==> src/rtl/img_acc_pkg.sv <==
// Shared types for the image accelerator system-side drivers.
// Holds the processing value width, the accelerator mode encoding and the driver FSM states.
package img_acc_pkg;

    localparam int COLOR_SIZE = 8;

    typedef enum logic [1:0] {
        MODE_0 = 2'd0,
        MODE_1 = 2'd1,
        MODE_2 = 2'd2,
        MODE_3 = 2'd3
    } mode_t;

    typedef enum logic [1:0] {
        ST_IDLE   = 2'd0,
        ST_STREAM = 2'd1,
        ST_DONE   = 2'd2
    } state_t;

endpackage

==> src/rtl/sync_fifo.sv <==
// Single-clock FIFO with registered storage and a combinational head word.
// DEPTH must be a power of two; pointers carry one extra wrap bit to tell full from empty.
module sync_fifo #(
    parameter int WIDTH = 32,
    parameter int DEPTH = 4
) (
    input  logic             clk,
    input  logic             rst_n,
    input  logic             push,
    input  logic [WIDTH-1:0] push_data,
    input  logic             pop,
    output logic [WIDTH-1:0] head,
    output logic             full,
    output logic             empty
);

    localparam int AW = $clog2(DEPTH);

    logic [WIDTH-1:0] mem [DEPTH];
    logic [AW:0]      wr_ptr;
    logic [AW:0]      rd_ptr;
    logic             do_push;
    logic             do_pop;

    assign empty   = (wr_ptr == rd_ptr);
    assign full    = (wr_ptr[AW] != rd_ptr[AW]) && (wr_ptr[AW-1:0] == rd_ptr[AW-1:0]);
    assign do_push = push && !full;
    assign do_pop  = pop && !empty;

    // The head reads as zero when empty so a flushed FIFO presents no stale data.
    assign head = empty ? '0 : mem[rd_ptr[AW-1:0]];

    always_ff @(posedge clk or negedge rst_n) begin
        if (!rst_n) begin
            wr_ptr <= '0;
            rd_ptr <= '0;
        end else begin
            if (do_push) wr_ptr <= wr_ptr + 1'b1;
            if (do_pop)  rd_ptr <= rd_ptr + 1'b1;
        end
    end

    always_ff @(posedge clk) begin
        if (do_push) mem[wr_ptr[AW-1:0]] <= push_data;
    end

endmodule

==> src/rtl/img_slv_driver.sv <==
// Drives one accelerator slave port: buffers upstream pixel words and streams
// one frame of a programmed length with mode and processing value held constant.
module img_slv_driver #(
    parameter int DATA_WIDTH = 32,
    parameter int COLOR_SIZE = img_acc_pkg::COLOR_SIZE,
    parameter int FIFO_DEPTH = 4,
    parameter int LEN_WIDTH  = 16
) (
    input  logic                  clk,
    input  logic                  rst_n,
    input  logic                  cfg_start,
    input  logic [1:0]            cfg_mode,
    input  logic [COLOR_SIZE-1:0] cfg_proc_val,
    input  logic [LEN_WIDTH-1:0]  cfg_len,
    input  logic                  in_valid,
    input  logic [DATA_WIDTH-1:0] in_data,
    output logic                  in_ready,
    output logic [1:0]            slv_mode,
    output logic [COLOR_SIZE-1:0] slv_proc_val,
    output logic [DATA_WIDTH-1:0] slv_data,
    output logic                  slv_data_valid,
    input  logic                  slv_rdy,
    output logic                  busy,
    output logic                  done
);

    import img_acc_pkg::*;

    state_t                state;
    state_t                state_nxt;
    mode_t                 mode_q;
    logic [COLOR_SIZE-1:0] proc_val_q;
    logic [LEN_WIDTH-1:0]  remaining;
    logic                  fifo_full;
    logic                  fifo_empty;
    logic                  push;
    logic                  xfer;
    logic                  start_ok;

    assign in_ready = !fifo_full;
    assign push     = in_valid && in_ready;
    assign xfer     = slv_data_valid && slv_rdy;
    assign start_ok = (state == ST_IDLE) && cfg_start;

    sync_fifo #(
        .WIDTH (DATA_WIDTH),
        .DEPTH (FIFO_DEPTH)
    ) u_fifo (
        .clk       (clk),
        .rst_n     (rst_n),
        .push      (push),
        .push_data (in_data),
        .pop       (xfer),
        .head      (slv_data),
        .full      (fifo_full),
        .empty     (fifo_empty)
    );

    always_ff @(posedge clk or negedge rst_n) begin
        if (!rst_n) state <= ST_IDLE;
        else        state <= state_nxt;
    end

    always_comb begin
        state_nxt = state;
        case (state)
            ST_IDLE: begin
                if (cfg_start) state_nxt = (cfg_len == '0) ? ST_DONE : ST_STREAM;
            end
            ST_STREAM: begin
                if (xfer && remaining == LEN_WIDTH'(1)) state_nxt = ST_DONE;
            end
            ST_DONE:  state_nxt = ST_IDLE;
            default:  state_nxt = ST_IDLE;
        endcase
    end

    always_comb begin
        slv_data_valid = 1'b0;
        busy           = 1'b0;
        done           = 1'b0;
        case (state)
            ST_STREAM: begin
                slv_data_valid = !fifo_empty;
                busy           = 1'b1;
            end
            ST_DONE: begin
                busy = 1'b1;
                done = 1'b1;
            end
            default: ;
        endcase
    end

    // Frame configuration is captured only on an accepted start, so a start
    // request arriving mid-frame leaves mode, value and count untouched.
    always_ff @(posedge clk or negedge rst_n) begin
        if (!rst_n) begin
            mode_q     <= MODE_0;
            proc_val_q <= '0;
            remaining  <= '0;
        end else if (start_ok) begin
            mode_q     <= mode_t'(cfg_mode);
            proc_val_q <= cfg_proc_val;
            remaining  <= cfg_len;
        end else if (xfer) begin
            remaining  <= remaining - 1'b1;
        end
    end

    assign slv_mode     = mode_q;
    assign slv_proc_val = proc_val_q;

endmodule
==> config.mk <==
export PLATFORM = sky130hd
export DESIGN_NAME = img_slv_driver
export DESIGN_NICKNAME = d
export VERILOG_FILES = /design/src/rtl/img_acc_pkg.sv /design/src/rtl/sync_fifo.sv /design/src/rtl/img_slv_driver.sv
export SDC_FILE = /design/constraint.sdc
export NUM_CORES = 1
export LEC_CHECK = 0
export CORE_MARGIN = 1.5
export CORE_UTILIZATION = 55
export DETAILED_ROUTE_END_ITERATION = 10
export GPL_TIMING_DRIVEN = 0
export PLACE_DENSITY = 0.87
export SLEW_MARGIN = 25
export SYNTH_ARGS = -nofsm -noshare
export SYNTH_HDL_FRONTEND = slang
export SYNTH_HIERARCHICAL = 1
export SYNTH_SLANG_ARGS = --single-unit
==> constraint.sdc <==
create_clock -name clk -period 8.9 [get_ports clk]
set_input_delay 1.78 -clock clk [delete_from_list [all_inputs] [get_ports clk]]
set_output_delay 1.78 -clock clk [all_outputs]
set_load 0.02 [all_outputs]
==> Word-level counts from Yosys, hierarchy flattened <==
Memories as Yosys holds them, arrays and structs flattened.
Cells that the tools add are included.
{ "word_totals": {"register_bits": 34, "wordCells": 44, "in_bits": 63, "output_inout_bits": 46, "ramBits": 128, "n_memories": 1} }
{ "op_classes": {"reduce_logical": 14, "eq_ne": 8, "add_sub_neg": 3, "n_mux": 12} }
{ "mem_list": {"columns": ["memory", "words", "word_bits", "read_ports", "rd_clocked_by_memory_dff", "wr", "line_no", "rtl"], "rows": [
  ["u_fifo.mem", 4, 32, 1, 0, 1, "sync_fifo.sv:19", "logic [WIDTH-1:0] mem [DEPTH];"]
]} }
{ "ops": {"columns": ["cell", "count"], "rows": [
  ["2-to-1 mux 16 bit", 2],
  ["2-to-1 mux 32 bit", 1],
  ["== test 16 x 1 -> 1 bit (second input constant)", 1],
  ["zero test 16 bit", 1],
  ["subtractor 16 x 1 -> 16 bit (second input constant)", 1],
  ["logical AND 1 bit", 7],
  ["adder 3 x 1 -> 3 bit (second input constant)", 2],
  ["2-to-1 mux 2 bit", 3],
  ["2-to-1 mux 1 bit", 5],
  ["inequality test 2 bit (second input constant)", 2],
  ["case mux 2 bit (2 select lines)", 1],
  ["== test 3 bit", 1],
  ["== test 2 x 1 -> 1 bit (second input constant)", 1],
  ["== test 2 bit", 1],
  ["== test 2 bit (second input constant)", 1],
  ["zero test 1 bit", 2],
  ["zero test 2 bit", 1],
  ["AND reduction 2 bit", 1],
  ["nonzero test 2 bit", 1],
  ["OR reduction 2 bit", 1],
  ["inequality test 1 bit", 1]
]} }

==> Depth between registers and ports, before layout <==
{ "depth": {"depth_word": 7, "mapped_depth": 9} }

==> Modules after synthesis <==
Netlist, hierarchy kept.
{ "modules_own_cells": {"columns": ["module", "area_each_um2", "instances", "cells_per_inst", "seq_area_each_um2"], "rows": [
  ["sync_fifo", 5416.4, 1, 248, 3993.8],
  ["img_slv_driver", 1490.2, 1, 151, 700.7]
]} }

==> Least setup slack after synthesis <==
No wires, ideal clock.
{ "synth_timing": {"path_type": "input -> register", "startpoint": "input in_valid", "endpoint": "memory u_fifo.mem[3][0], enable pin", "cell_stages": 3, "arrival_ns": 3.226, "required_time_ns": 8.494, "setup_ns": 0.406, "slack_ns": 5.268, "cell_sequence": "nor2b_1 -> nand2_1 -> a31oi_2"} }
{ "synth_between": {"elab_chain_len": 4} }
{ "synth_lines": {"columns": ["element", "line_no", "rtl"], "rows": [
  ["start, declared", "img_slv_driver.sv:15", "input logic in_valid,"],
  ["logical AND 1 bit", "img_slv_driver.sv:41", "assign push = in_valid && in_ready;"],
  ["logical AND 1 bit", "sync_fifo.sv:27", "assign do_push = push && !full;"],
  ["2-to-1 mux 1 bit", "sync_fifo.sv:44", "if (do_push) mem[wr_ptr[AW-1:0]] <= push_data;"],
  ["2-to-1 mux 1 bit (implied by the code)", "sync_fifo.sv:44", null],
  ["end, declared", "sync_fifo.sv:19", null]
]} }
Every way passes these cells.

==> Worst setup path in the final report <==
{ "layout_timing": {"startpoint": "register u_fifo.rd_ptr[1]", "endpoint": "output slv_data[13]"} }
{ "layout_between": {"elab_chain_len": 2} }
{ "layout_lines": {"columns": ["element", "line_no", "rtl"], "rows": [
  ["start, declared", "sync_fifo.sv:21", "logic [AW:0] rd_ptr;"],
  ["start signal, assigned", "sync_fifo.sv:39", "if (do_pop) rd_ptr <= rd_ptr + 1'b1;"],
  ["memory (4 x 32 bit) or == test 3 bit (tied branches)", null, null],
  ["2-to-1 mux 32 bit *", "sync_fifo.sv:31", "assign head = empty ? '0 : mem[rd_ptr[AW-1:0]];"],
  ["end, declared", "img_slv_driver.sv:20", "output logic [DATA_WIDTH-1:0] slv_data,"]
]} }
Mark *: on every way between the ends. The rest lies on a longest branch, timed or not.

==> summary.txt <==
total global routing overflow -> 0
cell taking the most area after synthesis -> edfxtp_1
Tot Pwr -> 3.49 mW
Die ar. -> 0.0132 mm2
combinational group share of total power -> 0.474
CP Class -> reg2out
Pint -> 2.22 mW
worst path required time -> 7120 ps
fmax -> 231 MHz
worst endpoint data arrival time -> 2540 ps
layout cells sized above 1 -> 0.191
final hold vios -> 0
max-slew violation count -> 0
# hold bufs at CTS -> 0
status -> completed
TNS Setup -> 0 ps
worst flop-to-flop path startpoint -> u_fifo/rd_ptr[1]
minimum clock period after layout -> 4320 ps
Final setup viols -> 0
initial DRC count -> 219
DRT antenna net count -> 0
min-delay worst type -> reg2reg
Die W -> 115 um
mapped cell area -> 0.00691 mm2
Critical Path Sink Type -> output pin
clock sink total -> 162
switching power total -> 1.27 mW
R2R depth -> 9
Syn Inst Count -> 399
final WL -> 14,400 um
Power Density -> 393 mW/mm2
crit start category -> flip-flop
Yosys top cell area share -> 0.557
relative slew slack -> 0.374
Tcrit/Tclk final -> 0.486
hold path start -> slv_proc_val[2]
Vias -> 4,054
Least-Margin Pin Slew -> 939 ps
design area -> 0.00887 mm2
asr flop ratio synth -> 0.210
Yosys warnings -> 6
Worst-Skew Late Latency -> 430 ps
syn nets -> 472
Switching Fraction -> 0.363
Area Growth Syn to Fin -> 28.5%
DR pass1 iterations -> 4
post-CTS resize count -> 0
placed inst area -> 0.00831 mm2
first-pass GRT wire length -> 22,600 um
peak supply drop -> 0.247 mV
#FFs+latches synth -> 162
number of remaining DRC errors -> 0
drt wl/cell -> 20.3 um
Reg2Reg Setup Slack -> 5840 ps
largest net degree at the start of global routing -> 33
commonest non-fill, non-tap cell in the layout -> edfxtp_1
WHS Endpoint -> slv_proc_val[2]
CTS tree -> yes
Rows -> 40
fin util -> 0.733
Port Buffers -> 108
sequential power share -> 0.329
Ant. Diodes -> 0
area of the core -> 0.0121 mm2
Synth Area per Inst -> 17.3 um2
post-CTS setup buffers -> 0
Worst Path Max Fanout -> 10
final setup skew -> 13.1 ps
Post-synth EDFFs -> 128
clock share of power -> 0.197
vias per std cell -> 5.69
Top FF cell, synth -> edfxtp_1
most frequent cells in the layout -> edfxtp_1 (128), clkdlybuf4s50_1 (107), dfrtp_1 (34)
Max clock buf depth -> 2
synth top area cells -> edfxtp_1 (56%), dfrtp_1 (12%), mux4_2 (8.5%)
worst hold stages -> 1
RSZ-0062 raised after global routing -> false
initial antenna violation count -> 0
leakage -> 3.08 nW
GRT Util Overall -> 0.236
DP HPWL -> 9210 um
sequential area share after synthesis -> 0.680
H-tree level count -> 4
max_cap viols -> 0
final hold slack -> 504 ps
Initial Utilization -> 0.570
Num CTS Buffers -> 17
vias in the first global route -> 4,318
Reg-to-Reg End -> remaining[14]
Ports -> 109
Placer Congestion -> 0.833
DIE HEIGHT -> 115 um
distinct cell type count after synthesis -> 47
CTS clk-pin slew, worst paths -> 60 ps
CTS root buffer -> clkbuf_16
final net count -> 604
==> kinds of logic after synthesis <==
family / after synthesis / synth area share
AND/OR/NAND/NOR: 100 / 0.0906
buffers and inverters: 26 / 0.0252
adder cells (fa/ha/maj): 10 / 0.0181
flip-flops: 162 / 0.680
XOR/XNOR: 17 / 0.0237
AO/OA/AOI/OAI: 42 / 0.0388
multiplexers: 42 / 0.124
==> power groups by stage <==
stage / Clock (mW) / Combinational, mW / Sequential [mW]
6_report: 0.688 / 1.65 / 1.15
5_1_grt: 0.729 / 1.76 / 1.17
4_1_cts: 0.701 / 1.67 / 1.15
3_5_place_dp: 0 / 1.64 / 1.16
3_3_place_gp: 0 / 1.57 / 1.15
2_1_floorplan: 0 / 0.973 / 1.16
==> metal layers <==
metal | vias up | wire length [um] | share of wire | global-route usage
li1 | 1826 | - | - | -
met2 | 183 | 7410 | 0.51 | 0.399
met1 | 2023 | 5560 | 0.38 | 0.284
met3 | 22 | 1230 | 0.085 | 0.0796
met5 | - | 0 | 0 | 0
met4 | 0 | 236 | 0.016 | 0.0897
==> metrics by stage <==
| stage | instances | setup slack [ps] |
|---|---|---|
| after floorplan | 399 | 5270 |
| after global placement | 675 | 3930 |
| after detailed placement | 680 | 4990 |
| after CTS | 712 | 4570 |
| after global routing | 712 | 4430 |
| final | 712 | 4580 |
==> critical path, stage by stage (launching register included) <==
cell	delay, ps
dfrtp_1	390
buf_6	150
xor2_1	420
nor3_4	120
buf_6	190
nor2b_1	200
clkdlybuf4s50_1	650
==> registers in the layout (all words and copies together), names as in the netlist <==
name / flops
u_fifo/mem: 128
remaining: 16
slv_proc_val: 8
u_fifo/rd_ptr: 3
u_fifo/wr_ptr: 3
slv_mode: 2
state: 2
==> how the worst max path moves through the flow <==
stage,from,endpoint,slack (ps),depth (start not counted)
2_1_floorplan,in_valid,u_fifo/mem[3][0],5270,3
3_3_place_gp,in_valid,u_fifo/mem[3][21],3930,4
3_5_place_dp,in_valid,u_fifo/mem[2][21],4990,3
4_1_cts,u_fifo/rd_ptr[2],slv_data[13],4570,5
5_1_grt,u_fifo/rd_ptr[0],in_ready,4430,7
6_report,u_fifo/rd_ptr[1],slv_data[13],4580,6
==> synthesized netlist by cell type (2+ instances only) <==
master / number
a211oi_1: 2
or3_1: 5
nand4_1: 4
edfxtp_1: 128
ha_1: 10
or4_1: 2
xnor2_1: 8
o211ai_1: 2
and3_1: 2
xor2_1: 7
mux2_2: 10
buf_6: 8
nor4_1: 7
buf_2: 4
a21oi_1: 13
nand2_1: 6
inv_1: 9
nor2b_1: 27
nor2b_2: 4
xor2_2: 2
clkbuf_1: 2
o21ai_0: 5
nand3b_1: 2
nor2b_4: 5
a31oi_1: 8
mux4_1: 6
mux4_2: 26
o31ai_1: 6
nand3_1: 4
nand2b_1: 4
dfrtp_1: 34
nor2_1: 22
==> cell type report <==
class	instances	area [um2]
Sequential cell	162	4690
Multi-Input combinational cell	211	2050
Tap cell	168	210
Clock inverter	14	131
Buffer	16	136
Clock buffer	18	429
Inverter	10	37.5
Fill cell	746	3240
Timing Repair Buffer	113	1190
(Power assumes the default switching activity.)
